$ cat src/rtl/alu_top.sv
// 6-bit registered MIPS-style ALU built from ripple-connected 1-bit slices.
// aluOp[3] inverts A, aluOp[2] inverts B, aluOp[1:0] selects AND/OR/ADD/SLT.
// All outputs are registered; latency is one clock.

module alu_slice (
  input  logic       i_a,
  input  logic       i_b,
  input  logic       i_ainv,
  input  logic       i_binv,
  input  logic       i_cin,
  input  logic       i_less,
  input  logic [1:0] i_op,
  output logic       o_res,
  output logic       o_sum,
  output logic       o_cout
);

  logic w_a;
  logic w_b;
  logic w_and;
  logic w_or;

  assign w_a    = i_ainv ? ~i_a : i_a;
  assign w_b    = i_binv ? ~i_b : i_b;
  assign w_and  = w_a & w_b;
  assign w_or   = w_a | w_b;
  assign o_sum  = w_a ^ w_b ^ i_cin;
  assign o_cout = (w_a & w_b) | (i_cin & (w_a ^ w_b));

  // Per-bit result select; SLT bits take the externally supplied less input
  always_comb begin
    o_res = 1'b0;
    unique case (i_op)
      2'b00:   o_res = w_and;
      2'b01:   o_res = w_or;
      2'b10:   o_res = o_sum;
      default: o_res = i_less;
    endcase
  end

endmodule

module alu_top #(
  parameter int unsigned WIDTH = 6
) (
  input  logic             clk,
  input  logic             rst,
  input  logic [WIDTH-1:0] a,
  input  logic [WIDTH-1:0] b,
  input  logic             carryIn,
  input  logic [3:0]       aluOp,
  output logic [WIDTH-1:0] result,
  output logic             carryOut,
  output logic             zero,
  output logic             overflow
);

  logic [WIDTH-1:0] w_result;
  logic             w_set;
  logic             w_cin_msb;
  logic             w_cout_msb;
  logic             w_sum_msb;
  logic             w_ovf_raw;
  logic             w_arith;
  logic             w_carry_nxt;
  logic             w_ovf_nxt;
  logic             w_zero_nxt;

  logic [WIDTH-1:0] r_result;
  logic             r_carry;
  logic             r_zero;
  logic             r_ovf;

  // Each slice owns its carry nets so the ripple chain is a set of distinct
  // signals rather than one self-dependent vector.
  for (genvar i = 0; i < WIDTH; i++) begin : g_slice
    logic w_cin;
    logic w_cout;
    logic w_sum;
    logic w_less;

    if (i == 0) begin : g_lsb
      assign w_cin  = carryIn;
      assign w_less = w_set;
    end else begin : g_upper
      assign w_cin  = g_slice[i-1].w_cout;
      assign w_less = 1'b0;
    end

    alu_slice u_slice (
      .i_a    (a[i]),
      .i_b    (b[i]),
      .i_ainv (aluOp[3]),
      .i_binv (aluOp[2]),
      .i_cin  (w_cin),
      .i_less (w_less),
      .i_op   (aluOp[1:0]),
      .o_res  (w_result[i]),
      .o_sum  (w_sum),
      .o_cout (w_cout)
    );
  end

  assign w_cin_msb   = g_slice[WIDTH-1].w_cin;
  assign w_cout_msb  = g_slice[WIDTH-1].w_cout;
  assign w_sum_msb   = g_slice[WIDTH-1].w_sum;
  assign w_ovf_raw   = w_cin_msb ^ w_cout_msb;
  assign w_set       = w_sum_msb ^ w_ovf_raw;
  assign w_arith     = aluOp[1];
  assign w_carry_nxt = w_arith & w_cout_msb;
  assign w_ovf_nxt   = w_arith & w_ovf_raw;
  assign w_zero_nxt  = ~|w_result;

  // Output register stage with synchronous reset
  always_ff @(posedge clk) begin
    if (rst) begin
      r_result <= '0;
      r_carry  <= 1'b0;
      r_zero   <= 1'b1;
      r_ovf    <= 1'b0;
    end else begin
      r_result <= w_result;
      r_carry  <= w_carry_nxt;
      r_zero   <= w_zero_nxt;
      r_ovf    <= w_ovf_nxt;
    end
  end

  assign result   = r_result;
  assign carryOut = r_carry;
  assign zero     = r_zero;
  assign overflow = r_ovf;

endmodule

$ cat config.mk
export PLATFORM = sky130hd
export DESIGN_NAME = alu_top
export DESIGN_NICKNAME = d
export VERILOG_FILES = /design/src/rtl/alu_top.sv
export SDC_FILE = /design/constraint.sdc
export NUM_CORES = 1
export LEC_CHECK = 0
export CORE_MARGIN = 3
export CORE_UTILIZATION = 41
export DETAILED_ROUTE_END_ITERATION = 10
export GPL_TIMING_DRIVEN = 0
export MAX_ROUTING_LAYER = met4
export PLACE_DENSITY = 0.82
export SLEW_MARGIN = 20
export SYNTH_ARGS = -nofsm -noshare
export SYNTH_HDL_FRONTEND = slang
export SYNTH_SLANG_ARGS = --single-unit
$ cat constraint.sdc
create_clock -name clk -period 4.5 [get_ports clk]
set_input_delay 0.9 -clock clk [delete_from_list [all_inputs] [get_ports clk]]
set_output_delay 0.9 -clock clk [all_outputs]
set_load 0.01 [all_outputs]
==> flow_summary.ini, run 1 <==
[clock_network]
htree_levels = 1
cts_tree = built
cts_sinks = 9
holdBufCountCts = 0
clockBufferDepth = 2
clock-root-buffer = clkbuf_4
path_clk_slew_ns = 0.05
numCtsBuffers = 3
post_cts_buffers = 0

[sta]
period_share_pct = 96.7
finalHoldViolations = 0
max-slew-margin-rel_pct = 71.5
holdWs_ns = 1.34
setup_violations = 0
final_max_slew_viol_count = 0
period_needed_ns = 4.35
fmax_mhz = 230
rsz0062_at_grt = no
worst_pin_slew_ns = 0.427

[grt]
grt_pass1_wl_um = 2730
grt_max_degree = 11
antenna_found_initial = 0
overflow = 0
grt_use_total_pct = 13.7
grt_pass1_vias = 669

[final_layout]
post-route-util_pct = 60.7
n_antenna_cell = 0
nets = 163
drive_above_1_share_pct = 10.5
syn_to_final_growth_pct = 35.7
layoutNonFillerInstCount = 151

[worst_setup_path]
critPathMaxFanout = 2
critPathArrivalTime_ns = 4.49
end_kind = flip-flop
path_class = input pin to flip-flop
worstSetupStartpointType = input pin
cp.required_ns = 4.64

[synthesis]
syn-cell-area_um2 = 905
async_reset_ff_share_pct = 0
ys_seq_area_share_pct = 19.9
synth-seq-cells = 9
synth_edf_count = 0
yosysWarnings = 0
synth_common_cells = inv_1 (17), ha_1 (12), xor2_1 (10)
netlist.area_leader.share_pct = 19.9
syn-num-nets = 133
avgSynthCellArea_um2 = 9.52
synth_ff_type = dfxtp_1
yosys-top-cells-area = dfxtp_1 (20%), ha_1 (17%), fa_1 (15%)
synth.most_common_cell = inv_1
yosysTopAreaCell = dfxtp_1
synthDistinctLibCells = 25
netlist_instances = 95

[floorplanning]
die_w_um = 53.0
core_um2 = 2020
initial_core_util_pct = 44.7
fp.dieH_um = 53.0
rows = 16
die_area_um2 = 2810
io_pins = 28

[power]
switchingPower_uw = 91.4
p_leak_uw = 0.000583
sw_frac_of_total_pct = 32.1
power_density_nw_per_um2 = 232
power_frac_comb_pct = 48.3
p_seq_share_pct = 31.8
power.internal_uw = 193
peakVddDrop_mv = 0.115
clkPwrFrac_pct = 19.9

[placement]
numPortBuffers = 25
place_inst = 147
gp_congestion = 0.788
dp_hpwl_um = 1430

[detailed_routing]
routedWlPerCell_um = 10.8
wl_um = 1640
first_pass_iters = 4
ant_nets = 0
dr.first_iter.drc_count = 7
drc = 0
vias = 678
viasPerCell = 4.49

[min_path]
hp-class = input pin to flip-flop

[flow_run]
cap_violations = 0

[outcome]
outcome = complete, no violations
## per-layer routing
layer	part of all wire, %	GRT usage [%]	vias up
met5	0	-	-
met4	1.8	6.38	0
met3	5.5	0.845	4
met2	54	25.2	21
met1	39	14.9	307
li1	-	-	346
## through the flow
step | worst slack, ns | cell area, µm² | setup TNS, ns | total power, µW
after floorplan | 0.249 | 905 | 0 | 174
after global placement | -0.198 | 1190 | -0.198 | 219
after detailed placement | -0.321 | 1190 | -0.364 | 228
after CTS | 0.00703 | 1220 | 0 | 287
after global routing | 0.0117 | 1230 | 0 | 306
final | 0.149 | 1230 | 0 | 284
## sequential cells by signal (all words and copies together), names as in the netlist
name and cells:
carryOut 1, overflow 1, result 6, zero 1
## critical path, cell delays in order
cell,delay [ns]
clkdlybuf4s50_1,0.50
xnor2_2,0.13
inv_1,0.10
fa_2,0.38
fa_1,0.39
fa_1,0.36
inv_1,0.07
fa_1,0.16
inv_1,0.07
fa_2,0.37
inv_2,0.08
fa_1,0.41
o21ai_0,0.15
o31ai_1,0.10
nor2b_1,0.14
a41o_1,0.18
## placed cells by master, fill, tap and decap left out
master / n
nor2b_4: 1
clkbuf_1: 2
nand2_1: 1
nand2b_1: 5
dfxtp_1: 9
a41o_1: 1
a21oi_1: 4
and2b_1: 1
ha_1: 12
nor2b_1: 4
fa_2: 2
inv_2: 1
and2b_4: 1
xnor2_1: 2
xor2_1: 10
buf_2: 2
fa_1: 5
o21a_1: 1
o31ai_1: 1
o21ai_0: 2
inv_1: 16
mux4_1: 1
clkdlybuf4s50_1: 25
o31ai_2: 1
mux2i_1: 1
clkbuf_4: 3
nor2_1: 7
buf_6: 1
o211a_1: 1
xnor2_2: 1
## final timing paths
kind | cells past startpoint | from | to
worst max-delay path | 16 | a[0] | zero
worst min-delay path | 2 | rst | result[2]
## power groups by stage
stage	registers [µW]	logic, µW	clock network, µW
after floorplan	97.0	76.9	0
after global placement	91.8	127	0
after detailed placement	92.0	136	0
after CTS	90.3	138	58.5
after global routing	90.8	155	61.0
final	90.2	137	56.6
## repair_timing
action | CTS | global route
setup endpoints to repair | 1 | 1
cloned | 0 | 0
gates resized for setup | 1 | 3
## cell type report
cell class	count	area, µm²
tap	27	33.8
sequential	9	180
timing repair buffer	25	250
clock buffer	4	26.3
inverter	17	63.8
buffer	4	25.0
fill	177	795
multi-input combinational	65	648
## cells by family after synthesis
kind of cell	after synthesis	synth area share, %
xor gates and xnor gates	13	12.6
buffers and inverters	21	9.82
AOI/OAI and AO/OA	11	8.58
and+or+nand+nor	20	13.0
DFF	9	19.9
muxes	2	4.01
adders and majority gates	19	32.1
(Power assumes the default switching activity.)
==> inputs of run 2 (changes only) <==
- GPL_ROUTABILITY_DRIVEN: unset -> 0
- SLEW_MARGIN: 20 -> 10
==> results of run 2 <==
No change in the layout: final DEF, timing and power equal those of run 1.
==> inputs of run 3 (changes only) <==
--- a/config.mk
+++ b/config.mk
@@ -6,4 +6,5 @@
 export NUM_CORES = 1
 export LEC_CHECK = 0
+export ABC_AREA = 1
 export CORE_MARGIN = 3
 export CORE_UTILIZATION = 41
@@ -12,5 +13,5 @@
 export GPL_TIMING_DRIVEN = 0
 export MAX_ROUTING_LAYER = met4
-export PLACE_DENSITY = 0.82
+export PLACE_DENSITY = 0.83
 export SLEW_MARGIN = 10
 export SYNTH_ARGS = -nofsm -noshare
==> constraint.sdc (replaced) <==
create_clock -name clk -period 4.5 [get_ports clk]
set_input_delay 0.45 -clock clk [delete_from_list [all_inputs] [get_ports clk]]
set_output_delay 0.45 -clock clk [all_outputs]
set_load 0.01 [all_outputs]
==> run 3 against run 2 <==
- core utilization shrank 0.83 points
- total power shrank 0.28%
- sequential power is essentially flat
- highest routed layer unchanged
==> flow_summary.ini, run 3 <==
[placement]
numPortBuffers = 25
place_inst = 168
dp_hpwl_um = 1440

[floorplanning]
die_w_um = 52.5
die_area_um2 = 2760
fp.dieH_um = 52.5
core_um2 = 2000
io_pins = 28
initial_core_util_pct = 44.4
rows = 16

[final_layout]
layoutNonFillerInstCount = 172
fillers = 181
layout_common_cells = inv_1 (31), clkdlybuf4s50_1 (25), nand2_1 (23)
largest_register_ffs = 6
ff_latch_area_um2 = 180
multi_input_area_um2 = 578
final_common_cell = inv_1
n_antenna_cell = 0
post-route-util_pct = 59.9
syn_to_final_growth_pct = 34.9
nets = 184
drive_above_1_share_pct = 5.52

[sta]
rsz0062_at_grt = no
period_needed_ns = 3.90
fmax_mhz = 256
max-slew-margin-rel_pct = 74.3
worst_pin_slew_ns = 0.382
period_share_pct = 86.8
finalHoldViolations = 0
setup_violations = 0
setup_tns_ns = 0
holdWs_ns = 0.799
final_max_slew_viol_count = 0

[clock_network]
cts_resized = 0
cts_sinks = 9
post_cts_buffers = 0
clock-root-buffer = clkbuf_4
path_clk_slew_ns = 0.06
holdBufCountCts = 0
clockBufferDepth = 2
htree_levels = 1
numCtsBuffers = 3
cts_tree = built

[power]
power.internal_uw = 187
clkPwrFrac_pct = 20.6
p_seq_share_pct = 31.9
p_leak_uw = 0.000620
power_frac_comb_pct = 47.6
sw_frac_of_total_pct = 34.1
power_density_nw_per_um2 = 236
peakVddDrop_mv = 0.121
switchingPower_uw = 96.6

[synthesis]
yosysWarnings = 0
avgSynthCellArea_um2 = 7.66
netlist.area_leader.share_pct = 20.3
yosys-top-cells-area = dfxtp_1 (20%), ha_1 (17%), fa_1 (16%)
yosysTopAreaCell = dfxtp_1
synth-seq-cells = 9
syn-num-nets = 154
netlist_instances = 116
synth_ff_type = dfxtp_1
ys_seq_area_share_pct = 20.3
synthDistinctLibCells = 14
async_reset_ff_share_pct = 0
synth_edf_count = 0
synth_common_cells = inv_1 (31), nand2_1 (23), ha_1 (12)
syn-cell-area_um2 = 888
synth.most_common_cell = inv_1

[detailed_routing]
first_pass_iters = 3
vias = 734
wl_um = 1640
viasPerCell = 4.27
dr.first_iter.drc_count = 5
routedWlPerCell_um = 9.53
ant_nets = 0
drc = 0

[grt]
overflow = 0
grt_pass1_wl_um = 2690
grt_max_degree = 7
grt_use_total_pct = 13.8
antenna_found_initial = 0
grt_pass1_vias = 664

[worst_setup_path]
end_kind = flip-flop
cp.required_ns = 4.64
critPathMaxFanout = 2
path_class = input pin to flip-flop
critPathArrivalTime_ns = 4.05
worstSetupStartpointType = input pin

[min_path]
hp-class = input pin to flip-flop
min_path_cells = 2

[outcome]
outcome = complete, no violations

[flow_run]
cap_violations = 0
==> run 3: worst paths after layout <==
path | endpoint | slack [ns] | startpoint
worst max-delay path | zero | 0.60 | b[0]
worst min-delay path | result[0] | 0.80 | rst
==> run 3: worst max-delay path, stage by stage <==
cell	delay [ns]
clkdlybuf4s50_1	0.41
xnor2_1	0.21
inv_1	0.11
fa_1	0.41
fa_1	0.39
fa_1	0.37
inv_1	0.09
fa_1	0.18
inv_1	0.06
fa_1	0.42
inv_1	0.13
fa_1	0.44
inv_1	0.07
nand2_1	0.05
nand3_1	0.09
nor2_1	0.05
nand3_1	0.06
nand2_1	0.05
==> run 3: final cells by class <==
type | instances | area share, %
Buffer | 2 | 0.835
Clock buffer | 4 | 2.19
Inverter | 32 | 10.0
Multi-Input combinational cell | 73 | 48.2
Sequential cell | 9 | 15.0
Tap cell | 27 | 2.82
Timing Repair Buffer | 25 | 20.9
==> run 3: through the flow <==
step,total power [µW],cell area [µm²],worst slack [ns]
global route,309,1200,0.375
detailed placement,228,1170,0.321
CTS,288,1200,0.582
global placement,219,1170,0.491
finish,283,1200,0.595
floorplan,174,888,0.933
==> run 3: cells by family (layout without fill, tap and decap cells) <==
kind of cell	count (synthesis)	count (layout)	synth area share, %
simple gates	41	41	19.6
buf+inv	34	63	14.6
fa+ha+maj	19	19	32.7
xor+xnor	13	13	12.8
flops	9	9	20.3
==> run 3: per-layer routing <==
| metal | global-route usage, % | part of all wire (%) | vias up |
|---|---|---|---|
| li1 | - | - | 385 |
| met1 | 13.7 | 37 | 318 |
| met2 | 24.2 | 53 | 23 |
| met3 | 1.14 | 5.3 | 8 |
| met4 | 11.5 | 4.3 | 0 |
| met5 | - | 0 | - |
==> run 3: power groups by stage <==
stage          combinational (µW)  sequential (µW)  clock, µW
2_1_floorplan                77.3             97.1          0
6_report                      135             90.3       58.4
3_5_place_dp                  136             92.1          0
4_1_cts                       136             90.4       61.4
3_3_place_gp                  127             91.8          0
5_1_grt                       154             90.8       64.0
